`src/rtl/display_scanner_pkg.sv`:
```
// Shared types and active-low seven-segment codes (bit 6 = a ... bit 0 = g)
// for the multiplexed display scanner.
package display_scanner_pkg;

    typedef logic [3:0] bcd_t;
    typedef logic [6:0] seg_t;

    localparam seg_t SEG_BLANK = 7'h7F;
    localparam seg_t SEG_ZERO  = 7'h01;
    localparam seg_t SEG_ONE   = 7'h4F;
    localparam seg_t SEG_TWO   = 7'h12;
    localparam seg_t SEG_THREE = 7'h06;
    localparam seg_t SEG_FOUR  = 7'h4C;
    localparam seg_t SEG_FIVE  = 7'h24;
    localparam seg_t SEG_SIX   = 7'h20;
    localparam seg_t SEG_SEVEN = 7'h0F;
    localparam seg_t SEG_EIGHT = 7'h00;
    localparam seg_t SEG_NINE  = 7'h0C;

endpackage

```
`src/rtl/display_scanner_if.sv`:
```
// Load/enable side and display pins of the scanner, bundled with
// master (controller) and slave (scanner) views.
interface display_scanner_if #(
    parameter int NUM_DIGITS = 4
);
    logic [4*NUM_DIGITS-1:0] value_in;
    logic                    load;
    logic                    enable;
    logic                    pending;
    logic                    frame_tick;
    logic [NUM_DIGITS-1:0]   anode_n;
    logic [6:0]              segments_n;

    modport master (
        output value_in, load, enable,
        input  pending, frame_tick, anode_n, segments_n
    );

    modport slave (
        input  value_in, load, enable,
        output pending, frame_tick, anode_n, segments_n
    );
endinterface

```
`src/rtl/seven_segment_digit.sv`:
```
// Shared BCD to active-low seven-segment decoder; codes 10..15 and a
// forced blank both produce SEG_BLANK.
module seven_segment_digit
    import display_scanner_pkg::*;
(
    input  bcd_t digit,
    input  logic blank,
    output seg_t segments_n
);

    // NOTE: default assignment first keeps this combinational block latch-free.
    always_comb begin
        segments_n = SEG_BLANK;
        if (!blank) begin
            case (digit)
                4'd0:    segments_n = SEG_ZERO;
                4'd1:    segments_n = SEG_ONE;
                4'd2:    segments_n = SEG_TWO;
                4'd3:    segments_n = SEG_THREE;
                4'd4:    segments_n = SEG_FOUR;
                4'd5:    segments_n = SEG_FIVE;
                4'd6:    segments_n = SEG_SIX;
                4'd7:    segments_n = SEG_SEVEN;
                4'd8:    segments_n = SEG_EIGHT;
                4'd9:    segments_n = SEG_NINE;
                default: segments_n = SEG_BLANK;
            endcase
        end
    end

endmodule

```
`src/rtl/display_scanner.sv`:
```
// Multiplexed seven-segment scanner with frame-synchronous value commit.
// Define SCAN_LEADING_ZERO_BLANK_EN to blank leading zero digits.
module display_scanner
    import display_scanner_pkg::*;
#(
    parameter int NUM_DIGITS  = 4,
    parameter int REFRESH_DIV = 50000
) (
    input logic              clk,
    input logic              reset,
    display_scanner_if.slave bus
);

    localparam int CNT_W = $clog2(REFRESH_DIV);
    localparam int IDX_W = $clog2(NUM_DIGITS);
    localparam logic [CNT_W-1:0] CNT_LAST = CNT_W'(REFRESH_DIV - 1);
    localparam logic [IDX_W-1:0] IDX_LAST = IDX_W'(NUM_DIGITS - 1);

    logic [CNT_W-1:0]        cnt;
    logic [IDX_W-1:0]        idx;
    logic [4*NUM_DIGITS-1:0] staging;
    logic [4*NUM_DIGITS-1:0] display;
    logic                    pending_q;
    logic                    frame_tick_q;
    logic [NUM_DIGITS-1:0]   anode_q;
    seg_t                    seg_q;

    logic slot_end;
    logic boundary;
    logic commit;

    always_comb begin
        slot_end = (cnt == CNT_LAST);
        boundary = bus.enable && slot_end && (idx == IDX_LAST);
        // With scanning stopped there is no frame to tear, so commit at once.
        commit   = pending_q && (boundary || !bus.enable);
    end

    // NOTE: sequential state uses non-blocking assignments only.
    always_ff @(posedge clk or posedge reset) begin
        if (reset) begin
            cnt          <= '0;
            idx          <= '0;
            frame_tick_q <= 1'b0;
        end else if (!bus.enable) begin
            cnt          <= '0;
            idx          <= '0;
            frame_tick_q <= 1'b0;
        end else begin
            frame_tick_q <= boundary;
            if (slot_end) begin
                cnt <= '0;
                idx <= (idx == IDX_LAST) ? '0 : idx + IDX_W'(1);
            end else begin
                cnt <= cnt + CNT_W'(1);
            end
        end
    end

    // NOTE: staging and display are plain registers, so they take the reset.
    always_ff @(posedge clk or posedge reset) begin
        if (reset) begin
            staging   <= '0;
            display   <= '0;
            pending_q <= 1'b0;
        end else begin
            if (commit) display <= staging;
            if (bus.load) begin
                staging   <= bus.value_in;
                pending_q <= 1'b1;
            end else if (commit) begin
                pending_q <= 1'b0;
            end
        end
    end

    bcd_t                  digits [NUM_DIGITS];
    logic [NUM_DIGITS-1:0] lead_blank;
    seg_t                  dec_seg;

    always_comb begin
        for (int k = 0; k < NUM_DIGITS; k++) digits[k] = display[4*k +: 4];
    end

`ifdef SCAN_LEADING_ZERO_BLANK_EN
    // Walk down from the top digit; blank while every digit so far is zero.
    always_comb begin
        logic leading;
        leading    = 1'b1;
        lead_blank = '0;
        for (int k = NUM_DIGITS - 1; k > 0; k--) begin
            leading       = leading && (digits[k] == 4'd0);
            lead_blank[k] = leading;
        end
    end
`else
    assign lead_blank = '0;
`endif

    seven_segment_digit u_decoder (
        .digit      (digits[idx]),
        .blank      (lead_blank[idx]),
        .segments_n (dec_seg)
    );

    // Anode and segments leave through one register stage; slot start is dead time.
    always_ff @(posedge clk or posedge reset) begin
        if (reset) begin
            anode_q <= '1;
            seg_q   <= SEG_BLANK;
        end else if (!bus.enable) begin
            anode_q <= '1;
            seg_q   <= SEG_BLANK;
        end else begin
            anode_q <= (cnt == '0) ? '1 : ~(NUM_DIGITS'(1) << idx);
            seg_q   <= dec_seg;
        end
    end

    assign bus.pending    = pending_q;
    assign bus.frame_tick = frame_tick_q;
    assign bus.anode_n    = anode_q;
    assign bus.segments_n = seg_q;

endmodule

```
`src/flat_wrapper.sv`:
```
// flat-port wrapper written by rule: the top's interface ports become plain ports
module display_scanner_flat import display_scanner_pkg::*;
#(
    parameter int NUM_DIGITS  = 4,
    parameter int REFRESH_DIV = 50000
)
  (clk, reset, bus_value_in, bus_load, bus_enable, bus_pending, bus_frame_tick, bus_anode_n, bus_segments_n);
  display_scanner_if #(.NUM_DIGITS(NUM_DIGITS)) bus_i ();
  input logic clk;
  input logic reset;
  input wire logic [$bits(bus_i.value_in)-1:0] bus_value_in;
  input wire logic [$bits(bus_i.load)-1:0] bus_load;
  input wire logic [$bits(bus_i.enable)-1:0] bus_enable;
  output wire logic [$bits(bus_i.pending)-1:0] bus_pending;
  output wire logic [$bits(bus_i.frame_tick)-1:0] bus_frame_tick;
  output wire logic [$bits(bus_i.anode_n)-1:0] bus_anode_n;
  output wire logic [$bits(bus_i.segments_n)-1:0] bus_segments_n;
  assign bus_i.value_in = bus_value_in;
  assign bus_i.load = bus_load;
  assign bus_i.enable = bus_enable;
  assign bus_pending = bus_i.pending;
  assign bus_frame_tick = bus_i.frame_tick;
  assign bus_anode_n = bus_i.anode_n;
  assign bus_segments_n = bus_i.segments_n;
  display_scanner #(.NUM_DIGITS(NUM_DIGITS), .REFRESH_DIV(REFRESH_DIV)) u_core (.clk(clk), .reset(reset), .bus(bus_i));
endmodule
```
`config.mk`:
```
export PLATFORM = sky130hd
export DESIGN_NAME = display_scanner_flat
export DESIGN_NICKNAME = d
export VERILOG_FILES = /design/src/rtl/display_scanner_pkg.sv /design/src/rtl/display_scanner_if.sv /design/src/rtl/seven_segment_digit.sv /design/src/rtl/display_scanner.sv /design/src/flat_wrapper.sv
export SDC_FILE = /design/constraint.sdc
export NUM_CORES = 1
export LEC_CHECK = 0
export BUFFER_PORTS_ARGS = -buffer_cell sky130_fd_sc_hd__buf_4
export CELL_PAD_IN_SITES_DETAIL_PLACEMENT = 1
export CELL_PAD_IN_SITES_GLOBAL_PLACEMENT = 1
export CORE_MARGIN = 2
export CORE_UTILIZATION = 50
export CTS_CLUSTER_DIAMETER = 150
export DETAILED_ROUTE_END_ITERATION = 12
export PLACE_DENSITY = 0.9
export SETUP_SLACK_MARGIN = 0.3
export SLEW_MARGIN = 10
export SYNTH_ARGS = -nofsm -noshare
export SYNTH_HDL_FRONTEND = slang
export SYNTH_SLANG_ARGS = --single-unit
```
`constraint.sdc`:
```
create_clock -name clk -period 5.97 [get_ports clk]
set_input_delay 0.597 -clock clk [delete_from_list [all_inputs] [get_ports clk]]
set_output_delay 0.597 -clock clk [all_outputs]
set_load 0.01 [all_outputs]
```
# Yosys cells after proc, flatten, opt, wreduce, memory -nomap -nowiden
# Memory sizes are Yosys's and may differ from the RTL's.
# Index checks and enable logic that the tools add are counted.
# classes
mux,17
reduce_logical,7
n_lt_le_gt_ge,2
eq_ne,3
shift,1
n_addsub,2
bitwise_logic,2
# ops
cell,n
$mux W16,2
$add A16 B1 Y16 const B,1
$eq A16 B16 Y1 const B,1
$logic_not A16 Y1,1
$mux W4,4
$mux W7,2
$bmux W4 S2,1
$mux W2,3
$mux W1,4
$not A4 Y4,1
$shl A1 B2 Y4 const A,1
$ge A3 B3 Y1 const B,1
$logic_and A1 B1 Y1,3
$lt A2 B3 Y1 const B,1
$not A2 Y3,1
$add A2 B1 Y2 const B,1
$bmux W1 S2,1
$eq A2 B2 Y1 const B,1
$ne A2 B1 Y1 const B,1
$reduce_bool A2 Y1,1
$logic_not A1 Y1,1
$logic_or A1 B1 Y1,1
# word_totals
rom_bits,112
reg_bits,63
mem_count,1
elab_cells,43
in_bits,20
out_inout_bits,13
# memory_table
name,depth,word_bits,read_ports,rd_ports_with_merged_regs,wr,line_no,rtl
(name not given),16,7,1,0,0,seven_segment_digit.sv:15,case (digit)

# Logic depth before layout (Yosys ltp)
# Gate-level depths: netlist (run 1).
# depth
depth_word,7
depth_mapped,8
depth_no_buf,7

# Modules after synthesis
# Synthesis (run 1) repeated with hierarchy kept, for this count alone.
# hier_totals
hier_cells,247
area_unflattened_um2,3021.6
# modules_own_cells
module,area_each_um2,cells_per_inst,instances,seq_area_each_um2
display_scanner,2785.2,211,1,1590.3
seven_segment_digit,236.5,36,1,0.0

# Worst setup path after synthesis (run 1)
# No wires, ideal clock.
# synth_timing
path_kind,register to register
start,reg u_core.idx[0]
end,reg u_core.seg_q[3] (netlist: u_core.bus.segments_n[3])
setup_time_ps,97
t_required_ps,5873
t_arrival_ps,1794
setup_slack_ps,4078
path_buffers,1
stages_incl_launch_ff,7
period_less_slack_ps,1892
cell_sequence,dfrtp_1 -> buf_2 -> mux4_2 -> ha_1 -> or2_2 -> a21oi_1 -> o21ai_0
# synth_via
elab_chain_cells,7
word_cells_on_any_way,9
cone_classes,mux: 7; bitwise: 1; memory: 1
# synth_rtl
element,line_no,rtl
from (decl),display_scanner.sv:20,logic [IDX_W-1:0] idx;
from (signal assigned),display_scanner.sv:53,idx <= (idx == IDX_LAST) ? '0 : idx + IDX_W'(1);
$not A2 Y3 (not written as such),display_scanner.sv:101,".digit (digits[idx]),"
$bmux W4 S2,display_scanner.sv:101,
$mux W4 (not written as such) (2 in series),display_scanner.sv:101,
$mem_v2 Z16 W7,--,
$mux W7 (*),seven_segment_digit.sv:14,if (!blank) begin
$mux W7 (*),display_scanner.sv:111,end else if (!bus.enable) begin
to (signal assigned),display_scanner.sv:116,seg_q <= dec_seg;
to (decl),display_scanner.sv:26,seg_t seg_q;
# Every way passes the cells marked *; elsewhere a longest branch is shown, timed or not. The select of a mux whose other input is x is not followed.
# A chain may end at the register's enable or synchronous reset.

# Worst setup path in the final report (run 1)
# layout_timing
start,reg u_core.cnt[0]
end,reg u_core.cnt[14]
# layout_via
elab_chain_cells,3
word_cells_on_any_way,4
cone_classes,add/sub: 1; eq/ne: 1; mux: 2
# layout_rtl
element,line_no,rtl
from (decl),display_scanner.sv:19,logic [CNT_W-1:0] cnt;
from (signal assigned),display_scanner.sv:55,cnt <= cnt + CNT_W'(1);
$add A16 B1 Y16 / $eq A16 B16 Y1 (equally long branches),"display_scanner.sv:55, display_scanner.sv:33",
$mux W16 (*),display_scanner.sv:51,if (slot_end) begin
$mux W16 (*),display_scanner.sv:45,end else if (!bus.enable) begin
# Every way passes the cells marked *; elsewhere a longest branch is shown, timed or not.

==> impl_metrics.tcl, run 1 <==
set metrics [dict create \
    ir_worst_vdd_uv 162 \
    viasPerCell 5.85 \
    synthXorXnorAreaFrac 0.0402 \
    grt_setup_unrepaired "false" \
    design_area_mm2 0.00370 \
    insertion_delay_ps 350 \
    via_count 2497 \
    antenna_found_initial 0 \
    mostFrequentLayoutCell "dfrtp_1" \
    grt_pass1_vias 2593 \
    hold_path.class "primary input to asynchronous set/reset pin" \
    syn_nets 351 \
    cts_buffer_depth 2 \
    synthesis.area_mm2 0.00327 \
    pin_count 33 \
    worstSetupEndpointType "flop" \
    synth_compound_area_frac 0.102 \
    dp_cells 411 \
    maxSlewViolCount 0 \
    die_width_um 84.8 \
    ant_nets 0 \
    dr.pass1.iters 4 \
    cp_data_required_time_ps 6180 \
    critPathKind "flop to flop" \
    start_kind "flop" \
    track_usage 0.233 \
    tns_ps 0 \
    clock-sinks 63 \
    synth_simple_gate_area_share 0.192 \
    maxCapViolCount 0 \
    dpl_cell_area_mm2 0.00353 \
    cts_root_buf "clkbuf_8" \
    period_share 0.405 \
    path_clk_slew_ps 70 \
    setup_viol 0 \
    seqPwrFrac 0.505 \
    layout-drive-gt1-share 0.243 \
    dieArea_mm2 0.00720 \
    start_util 0.514 \
    dp_worst_setup_slack_ps 3530 \
    dpl.hpwl_um 5020 \
    synth_mux_area_frac 0.0827 \
    cts_buffers 9 \
    cts_resized 0 \
    synth_top_family_by_area "simple AND/OR/NAND/NOR gates" \
    grt_max_degree 64 \
    diodes 0 \
    dr_wl_met3_um 297 \
    synthAdderAreaFrac 0.0460 \
    critPathMaxFanout 21 \
    swShare 0.280 \
    final_nets 377 \
    p_switching_mw 0.283 \
    topRoutingLayerUsed "met4" \
    hold_violations 0 \
    yosys_warnings 0 \
    hold_ws_ps 479 \
    seq_area_frac_synth 0.487 \
    wl_um 7610 \
    cts_setup_buffers 0 \
    cts_hold_buffers 0 \
    fmax_mhz 414 \
    final_cell_mix "dfrtp_1, buf_4, nand2_1, nor2_1, inv_1" \
    wl_per_cell_um 17.8 \
    fin_cells 427 \
    gr-total-overflow 0 \
    r2r-start "u_core.cnt[0]" \
    tritoncts "yes" \
    gp_routability_congestion 0.792 \
    htreeDepth 3 \
    netlist_instances 319 \
    clock_skew_ps 11.5 \
    cell_internal_pwr_mw 0.727 \
    drt-met1-wl_um 3530 \
    leakage_nw 1.55 \
    relSlewSlack 0.467 \
    setup_slack_ps 3550 \
    core_mm2 0.00635 \
    std_cell_rows 29 \
    dr_wl_met2_um 3680 \
    fin_crit_ps 2420 \
    drtIter0Drc 143 \
    ys_types 39 \
    synth_seq_cells 63 \
    syn_area_per_cell_um2 10.2 \
    p_per_area_mw_per_mm2 273 \
    clkPwrFrac 0.336 \
    port_buffers 32 \
    die_y_um 84.8 \
    tightest_slew_ps 799 \
    critPathLaunch "u_core.cnt[0]" \
    worstPathArrival_ps 2620 \
    grt_pass1_wl_um 13100 \
    drc 0 \
    area_delta_synth_final_pct 13.4 \
    status "finished clean" \
    p_comb_frac 0.159 \
]
## power groups by stage
| stage | logic [mW] | registers (mW) | clock network, mW |
|---|---|---|---|
| after floorplan | 0.110 | 0.509 | 0 |
| after global placement | 0.152 | 0.513 | 0 |
| after detailed placement | 0.161 | 0.518 | 0 |
| after CTS | 0.163 | 0.510 | 0.342 |
| after global routing | 0.183 | 0.516 | 0.357 |
| final | 0.160 | 0.511 | 0.339 |
## cells by family (layout without fill, tap and decap cells)
logic type      after synthesis  after routing
flops                        63             63
fa+ha+maj                    12             12
mux                          20             20
simple gates                119            119
compound gates               51             51
xor+xnor                     15             15
buf+inv                      39             70
## stage by stage
stage	util	power, mW
floorplan	-	0.619
CTS	0.583	1.02
finish	0.583	1.01
detailed placement	0.556	0.678
global placement	0.556	0.665
global route	0.583	1.06
## cells in the mapped netlist
| master | count | share of area |
|---|---|---|
| nand2_2 | 1 | 0.0019 |
| or3_1 | 1 | 0.0019 |
| xor2_1 | 5 | 0.013 |
| ha_1 | 12 | 0.046 |
| and3_1 | 2 | 0.0038 |
| inv_1 | 19 | 0.022 |
| buf_4 | 1 | 0.0023 |
| nor2_1 | 22 | 0.025 |
| nor4_1 | 4 | 0.0077 |
| o21ai_2 | 1 | 0.0027 |
| or2_2 | 1 | 0.0019 |
| buf_6 | 1 | 0.0034 |
| a21oi_1 | 12 | 0.018 |
| a21boi_0 | 1 | 0.0023 |
| buf_2 | 5 | 0.0077 |
| buf_1 | 1 | 0.0011 |
| nand3_2 | 1 | 0.0031 |
| mux2_2 | 16 | 0.055 |
| xnor2_1 | 10 | 0.027 |
| and2_1 | 2 | 0.0038 |
| nor4b_1 | 1 | 0.0027 |
| nor2b_1 | 10 | 0.019 |
| mux4_2 | 4 | 0.028 |
| nand2_1 | 22 | 0.025 |
| clkbuf_1 | 12 | 0.014 |
| or4_1 | 1 | 0.0023 |
| o21ai_0 | 16 | 0.025 |
| dfstp_2 | 11 | 0.088 |
| dfrtp_1 | 52 | 0.40 |
| nand4_1 | 13 | 0.025 |
| nand3_1 | 16 | 0.025 |
| a311o_1 | 7 | 0.021 |
| nand3b_1 | 7 | 0.016 |
| nor3_1 | 14 | 0.021 |
| o21a_1 | 1 | 0.0023 |
| a21boi_1 | 1 | 0.0023 |
| o211ai_1 | 11 | 0.025 |
| a31o_2 | 1 | 0.0027 |
| nor4_4 | 1 | 0.0065 |
## path summary, 6_finish.rpt
kind / slack (ps) / cells past startpoint / end
worst min-delay path: 480 / 3 / u_core.cnt[12]
worst max-delay path: 3550 / 5 / u_core.cnt[14]
min in group clk: 480 / 2 / u_core.staging[4]
worst min register to register: 520 / 1 / u_core.cnt[0]
worst max register to register: 3550 / 5 / u_core.cnt[14]
max in group asynchronous: 4960 / 3 / u_core.cnt[5]
## worst max-delay path: stages (launching register included)
cell     delay, ps
dfrtp_1        410
ha_1           260
nand3_2        120
or3_1          700
o21ai_2        650
nor2_1         130
## layout make-up
type                    count  area, µm²
clock buffers              15        166
clock inverters             1       5.00
fillers                   701       2650
inverters                  19       71.3
multi-input cells         217       1510
flip-flops and latches     63       1590
well taps                  77       96.3
repair buffers             35        263
## state kept, by name, summed over array words and instances, names as in the netlist
signal / flops
u_core.bus.anode_n: 4
u_core.bus.frame_tick: 1
u_core.bus.pending: 1
u_core.bus.segments_n: 7
u_core.cnt: 16
u_core.display: 16
u_core.idx: 2
u_core.staging: 16
## per-layer routing
layer | global-route usage | vias up
met5 | 0 | -
met4 | 0.0823 | 0
met3 | 0.0340 | 10
met2 | 0.366 | 48
met1 | 0.333 | 1262
li1 | - | 1177
(Power assumes the default switching activity.)
==> run 2, diff against run 1 <==
--- a/config.mk
+++ b/config.mk
@@ -5,14 +5,15 @@
 export SDC_FILE = /design/constraint.sdc
 export NUM_CORES = 1
 export LEC_CHECK = 0
+export ABC_AREA = 1
 export BUFFER_PORTS_ARGS = -buffer_cell sky130_fd_sc_hd__buf_4
 export CELL_PAD_IN_SITES_DETAIL_PLACEMENT = 1
 export CELL_PAD_IN_SITES_GLOBAL_PLACEMENT = 1
 export CORE_MARGIN = 2
-export CORE_UTILIZATION = 50
+export CORE_UTILIZATION = 44
 export CTS_CLUSTER_DIAMETER = 150
 export DETAILED_ROUTE_END_ITERATION = 12
-export PLACE_DENSITY = 0.9
+export PLACE_DENSITY = 0.84
 export SETUP_SLACK_MARGIN = 0.3
 export SLEW_MARGIN = 10
 export SYNTH_ARGS = -nofsm -noshare
==> constraint.sdc (replaced) <==
create_clock -name clk -period 2.35 [get_ports clk]
set_input_delay 0.235 -clock clk [delete_from_list [all_inputs] [get_ports clk]]
set_output_delay 0.235 -clock clk [all_outputs]
set_load 0.01 [all_outputs]
==> impl_metrics.tcl, run 2 <==
set metrics [dict create \
    status "finished clean" \
    p_switching_mw 0.704 \
    synth_compound_area_frac 0.0309 \
    netlist_instances 368 \
    gp_routability_congestion 0.879 \
    layout-drive-gt1-share 0.189 \
    tns_ps 0 \
    synth_top_cell_area_share 0.422 \
    grt_setup_unrepaired "false" \
    seq_area_frac_synth 0.516 \
    worstPathArrival_ps 2020 \
    drc 0 \
    die_width_um 87.7 \
    crit_path_cell_trace "inv_2, nand2_1, nand3_1, nand2_1, inv_1, ha_1, inv_1, nand2_1, nand3_1, nand2_1" \
    synthesis.area_mm2 0.00308 \
    fin_crit_ps 1750 \
    final_nets 434 \
    p_per_area_mw_per_mm2 708 \
    cts_root_buf "clkbuf_8" \
    synth_commonest_cells "nand2_1, dfrtp_1, nand3_1, nor2_1, inv_1" \
    mostFrequentLayoutCell "nand2_1" \
    fmax_mhz 573 \
    cts_buffer_depth 2 \
    worstSetupEndpointType "flop" \
    dieArea_mm2 0.00769 \
    insertion_delay_ps 340 \
    seqPwrFrac 0.490 \
    crit_path_top_delay_cell "dfrtp_1" \
    cell_internal_pwr_mw 1.85 \
    synth_mux_area_frac 0 \
    tightest_slew_ps 650 \
    netlist_top_cells_area "dfrtp_1, nand2_1, dfstp_2" \
    design_area_mm2 0.00360 \
    relSlewSlack 0.567 \
    synth_simple_gate_area_share 0.327 \
    ys_types 32 \
    cts_resized 0 \
    critPathLaunch "u_core.idx[0]" \
    hold_violations 0 \
    clkPwrFrac 0.384 \
    largestRegisters "u_core.cnt (16), u_core.display (16), u_core.staging (16)" \
    yosysTopAreaCell "dfrtp_1" \
    tritoncts "yes" \
    htreeDepth 3 \
    wl_per_cell_um 13.6 \
    maxSlewViolCount 0 \
    syn_area_per_cell_um2 8.37 \
    setup_viol 0 \
    pin_count 33 \
    critPathKind "flop to flop" \
    start_util 0.453 \
    antenna_found_initial 0 \
    ys.flop_type "dfrtp_1" \
    path_clk_slew_ps 70 \
    critPathMaxFanout 12 \
    area_delta_synth_final_pct 16.9 \
    syn_nets 400 \
    cts_buffers 9 \
    track_usage 0.199 \
    dpl_cell_area_mm2 0.00338 \
    r2r-start "u_core.idx[0]" \
    gr-total-overflow 0 \
    synth-edff-count 0 \
    wl_um 6850 \
    hold_path.class "primary input to flop" \
    p_comb_frac 0.125 \
    regToRegSetupSlack_ps 600 \
    die_y_um 87.7 \
    crit_top_cell "nand2_1" \
    max_stage_delay_ps 540 \
    grt_pass1_vias 2522 \
    grt_pass1_wl_um 11900 \
    clock-sinks 63 \
    hold_ws_ps 86.9 \
    power_mw 2.55 \
    viasPerCell 4.90 \
    dpl.hpwl_um 5030 \
    grt_max_degree 41 \
    via_count 2466 \
    period_share 0.743 \
    yosys_warnings 0 \
    synth_seq_cells 63 \
    port_buffers 32 \
    start_kind "flop" \
    drtIter0Drc 146 \
    hold_start "bus_value_in[4]" \
    synthXorXnorAreaFrac 0.0142 \
    synth_top_family_by_area "simple AND/OR/NAND/NOR gates" \
    synthAdderAreaFrac 0.0487 \
    n_fill_cell 819 \
    swShare 0.276 \
    cp_data_required_time_ps 2620 \
    diodes 0 \
    async_reset_ff_frac 1.00 \
    leakage_nw 1.78 \
    std_cell_rows 30 \
    clock_skew_ps 6.90 \
    yosysMostFrequentCell "nand2_1" \
    dr.pass1.iters 4 \
    ant_nets 0 \
    final_cell_mix "nand2_1, dfrtp_1, nand3_1" \
    maxCapViolCount 0 \
    ir_worst_vdd_uv 308 \
    core_mm2 0.00679 \
]
## run 2: cell count changes after synthesis, moves of 7 or more
cell	change
nand4_1	-11
nand3_1	+25
nor2_1	+8
xnor2_1	-9
clkbuf_1	-8
nor3_1	-9
nand2_1	+118
o211ai_1	-8
o21ai_0	-15
nand3b_1	-7
a311o_1	-7
nor2b_1	-10
mux2_2	-16
## run 2: layer usage
| metal | GRT usage | vias to the layer above | share of wire | wire [µm] |
|---|---|---|---|---|
| li1 | - | 1225 | - | - |
| met4 | 0.0867 | 0 | 0.011 | 74 |
| met3 | 0.0368 | 5 | 0.034 | 231 |
| met1 | 0.261 | 1192 | 0.47 | 3220 |
| met2 | 0.322 | 44 | 0.49 | 3320 |
| met5 | 0 | - | 0 | 0 |
## run 2: path summary, 6_finish.rpt
path	to	depth (start not counted)
max	u_core.bus.segments_n[3]	10
min	u_core.staging[4]	3
max reg2reg	u_core.bus.segments_n[3]	10
min reg2reg	u_core.staging[15]	2
max in group asynchronous	u_core.staging[8]	4
min in group asynchronous	u_core.cnt[9]	3
## run 2: critical path: cells and delay by family, from the launching register on
family,cells,cell delay (ps)
buffers and inverters,3,330
and+or+nand+nor,6,590
DFF,1,540
adders and majority gates,1,210
## run 2: repair_timing
item / in CTS / in global routing
setup buffers: 0 / 0
hold endpoints to repair: 12 / 0
hold buffers: 1 / 0
## run 2: cells by family (layout without fill, tap and decap cells)
kind of cell	after synthesis	count (layout)
xor gates and xnor gates	5	5
adders and majority gates	12	12
and+or+nand+nor	230	230
buffers and inverters	42	81
DFF	63	63
AOI/OAI and AO/OA	16	16
## run 2: final cells by class
type	count	area, µm²	area share
clock inverter	6	68.8	0.0191
tap	96	120	0.0334
clock buffer	10	138	0.0382
inverter	31	116	0.0323
multi-input combinational	263	1300	0.360
sequential	63	1590	0.442
timing repair buffer	34	270	0.0751
## run 2: power groups by stage
stage / combinational (mW) / clock (mW) / sequential (mW)
3_3_place_gp: 0.309 / 0 / 1.27
3_5_place_dp: 0.326 / 0 / 1.27
5_1_grt: 0.373 / 1.05 / 1.26
6_report: 0.319 / 0.980 / 1.25
2_1_floorplan: 0.210 / 0 / 1.26
4_1_cts: 0.328 / 1.00 / 1.25
## run 2: stage by stage
step	util	cells	worst slack, ps
2_1_floorplan	-	368	563
6_report	0.530	503	605
4_1_cts	0.530	503	605
3_5_place_dp	0.498	486	605
5_1_grt	0.530	503	362
3_3_place_gp	0.498	486	744
==> run 3, diff against run 2 <==
--- a/config.mk
+++ b/config.mk
@@ -10,10 +10,10 @@
 export CELL_PAD_IN_SITES_DETAIL_PLACEMENT = 1
 export CELL_PAD_IN_SITES_GLOBAL_PLACEMENT = 1
 export CORE_MARGIN = 2
-export CORE_UTILIZATION = 44
+export CORE_UTILIZATION = 39
 export CTS_CLUSTER_DIAMETER = 150
 export DETAILED_ROUTE_END_ITERATION = 12
-export PLACE_DENSITY = 0.84
+export PLACE_DENSITY = 0.79
 export SETUP_SLACK_MARGIN = 0.3
 export SLEW_MARGIN = 10
 export SYNTH_ARGS = -nofsm -noshare
==> constraint.sdc (replaced) <==
create_clock -name clk -period 1.6 [get_ports clk]
set_input_delay 0.16 -clock clk [delete_from_list [all_inputs] [get_ports clk]]
set_output_delay 0.16 -clock clk [all_outputs]
set_load 0.01 [all_outputs]
==> impl_metrics.tcl, run 3 (synthesis results as in run 2) <==
set metrics [dict create \
    critPathMaxFanout 6 \
    start_kind "flop" \
    ant_nets 0 \
    relSlewSlack 0.704 \
    layout-drive-gt1-share 0.501 \
    grt_pass1_vias 2958 \
    cts_buffers 9 \
    critPathLaunch "u_core.idx[0]" \
    diodes 0 \
    gr-total-overflow 0 \
    cp_data_required_time_ps 1870 \
    clock-sinks 63 \
    drc 0 \
    wl_per_cell_um 20.0 \
    path_clk_slew_ps 80 \
    setup_viol 0 \
    r2r-start "u_core.idx[0]" \
    gp_routability_congestion 0.807 \
    pin_count 33 \
    rr_endpoint "u_core.bus.segments_n[1]" \
    hold_path.class "primary input to flop" \
    n_fill_cell 873 \
    cts_root_buf "clkbuf_8" \
    status "finished clean" \
    crit_path_top_delay_cell "dfrtp_2" \
    port_buffers 32 \
    regToRegSetupSlack_ps 10 \
    insertion_delay_ps 360 \
    via_count 2964 \
    std_cell_rows 32 \
    clock_skew_ps 13.8 \
    grt_pass1_wl_um 15000 \
    max_stage_delay_ps 510 \
    drtIter0Drc 140 \
    start_util 0.401 \
    worstSetupEndpointType "flop" \
    period_share 0.992 \
    core_mm2 0.00769 \
    final_cell_mix "nand2_1, buf_4, dfrtp_1" \
    tritoncts "yes" \
    die_width_um 92.9 \
    dpl.hpwl_um 5210 \
    dp_worst_setup_slack_ps 38.5 \
    leakage_nw 2.31 \
    track_usage 0.225 \
    viasPerCell 5.19 \
    die_y_um 92.9 \
    antenna_found_initial 0 \
    ff2ff_path_depth 8 \
    worstPathArrival_ps 1860 \
    fmax_mhz 630 \
    mostFrequentLayoutCell "nand2_1" \
    maxCapViolCount 0 \
    critPathKind "flop to flop" \
    crit_end "u_core.bus.segments_n[1]" \
    dieArea_mm2 0.00863 \
    tightest_slew_ps 441 \
    crit_path_cell_trace "buf_6, nand2_2, nand3_2, nand2_4, inv_4, ha_4, o211ai_1, nand2_1" \
    hold_violations 0 \
    setup_slack_ps 12.2 \
    final_nets 496 \
    dr.pass1.iters 4 \
    maxSlewViolCount 0 \
    wl_um 11400 \
    grt_setup_unrepaired "true" \
    htreeDepth 3 \
    fin_crit_ps 1590 \
    hold_ws_ps 6.29 \
    power_mw 4.52 \
    grt_max_degree 24 \
    tns_ps 0 \
    area_delta_synth_final_pct 54.1 \
    ir_worst_vdd_uv 424 \
    cts_buffer_depth 2 \
    p_per_area_mw_per_mm2 951 \
    largestRegisters "u_core.cnt (16), u_core.display (16), u_core.staging (16)" \
]
## run 3: changes by cell type in the layout (fill, tap and decap cells not counted), sizes merged
cell and change:
dlygate4sd3 +6, bufinv +3, clkinvlp +2, nand2 +4, clkinv -4, buf +51
## run 3: how the worst min path moves through the flow
stage                startpoint                 end  slack [ps]  depth (start not counted)
6_report        bus_value_in[9]   u_core.staging[9]           6                          3
5_1_grt        bus_value_in[10]  u_core.staging[10]          20                          3
4_1_cts        bus_value_in[12]  u_core.staging[12]         0.2                          3
3_5_place_dp              reset      u_core.cnt[10]         160                          2
3_3_place_gp              reset      u_core.cnt[10]         170                          2
2_1_floorplan   bus_value_in[0]   u_core.staging[0]         270                          2
## run 3: stage by stage
step | utilization | area, µm² | instances
after floorplan | - | 3110 | 368
after global placement | 0.454 | 3490 | 502
after detailed placement | 0.454 | 3490 | 502
after CTS | 0.550 | 4230 | 547
after global routing | 0.618 | 4750 | 571
final | 0.618 | 4750 | 571
## run 3: worst max-delay path, delay by kind of cell, from the launching register on
| kind | cells | cell delay [ps] |
|---|---|---|
| AOI/OAI and AO/OA | 1 | 170 |
| adders and majority gates | 1 | 160 |
| buffers and inverters | 2 | 240 |
| DFF | 1 | 510 |
| and+or+nand+nor | 4 | 410 |
## run 3: layout make-up
cell class / instances / area, µm² / share of cell area
Clock inverter: 6 / 133 / 0.0279
Multi-Input combinational cell: 267 / 1860 / 0.391
Inverter: 31 / 134 / 0.0282
Timing Repair inverter: 1 / 7.51 / 0.00158
Tap cell: 102 / 128 / 0.0269
Timing Repair Buffer: 91 / 762 / 0.161
Clock buffer: 10 / 128 / 0.0269
Sequential cell: 63 / 1600 / 0.337
## run 3: what timing repair did
action / in CTS / in global routing
pin swaps: 22 / 26
gates resized for setup: 65 / 89
hold endpoints to repair: 17 / 1
endpoints found under the setup margin: 38 / 45
gates cloned: 4 / 1
setup buffers: 19 / 22
hold buffers: 6 / 1
## run 3: layer usage
metal  share of wire  track usage  vias to the layer above
met5               0            0                        -
met4           0.043       0.0870                        0
met3           0.041       0.0488                       38
met2            0.51        0.385                       82
met1            0.41        0.279                     1485
li1                -            -                     1359
## run 3: power by group
group          switching, mW  internal, mW
Combinational          0.428         0.321
Clock                  0.708          1.19
Sequential             0.117          1.75
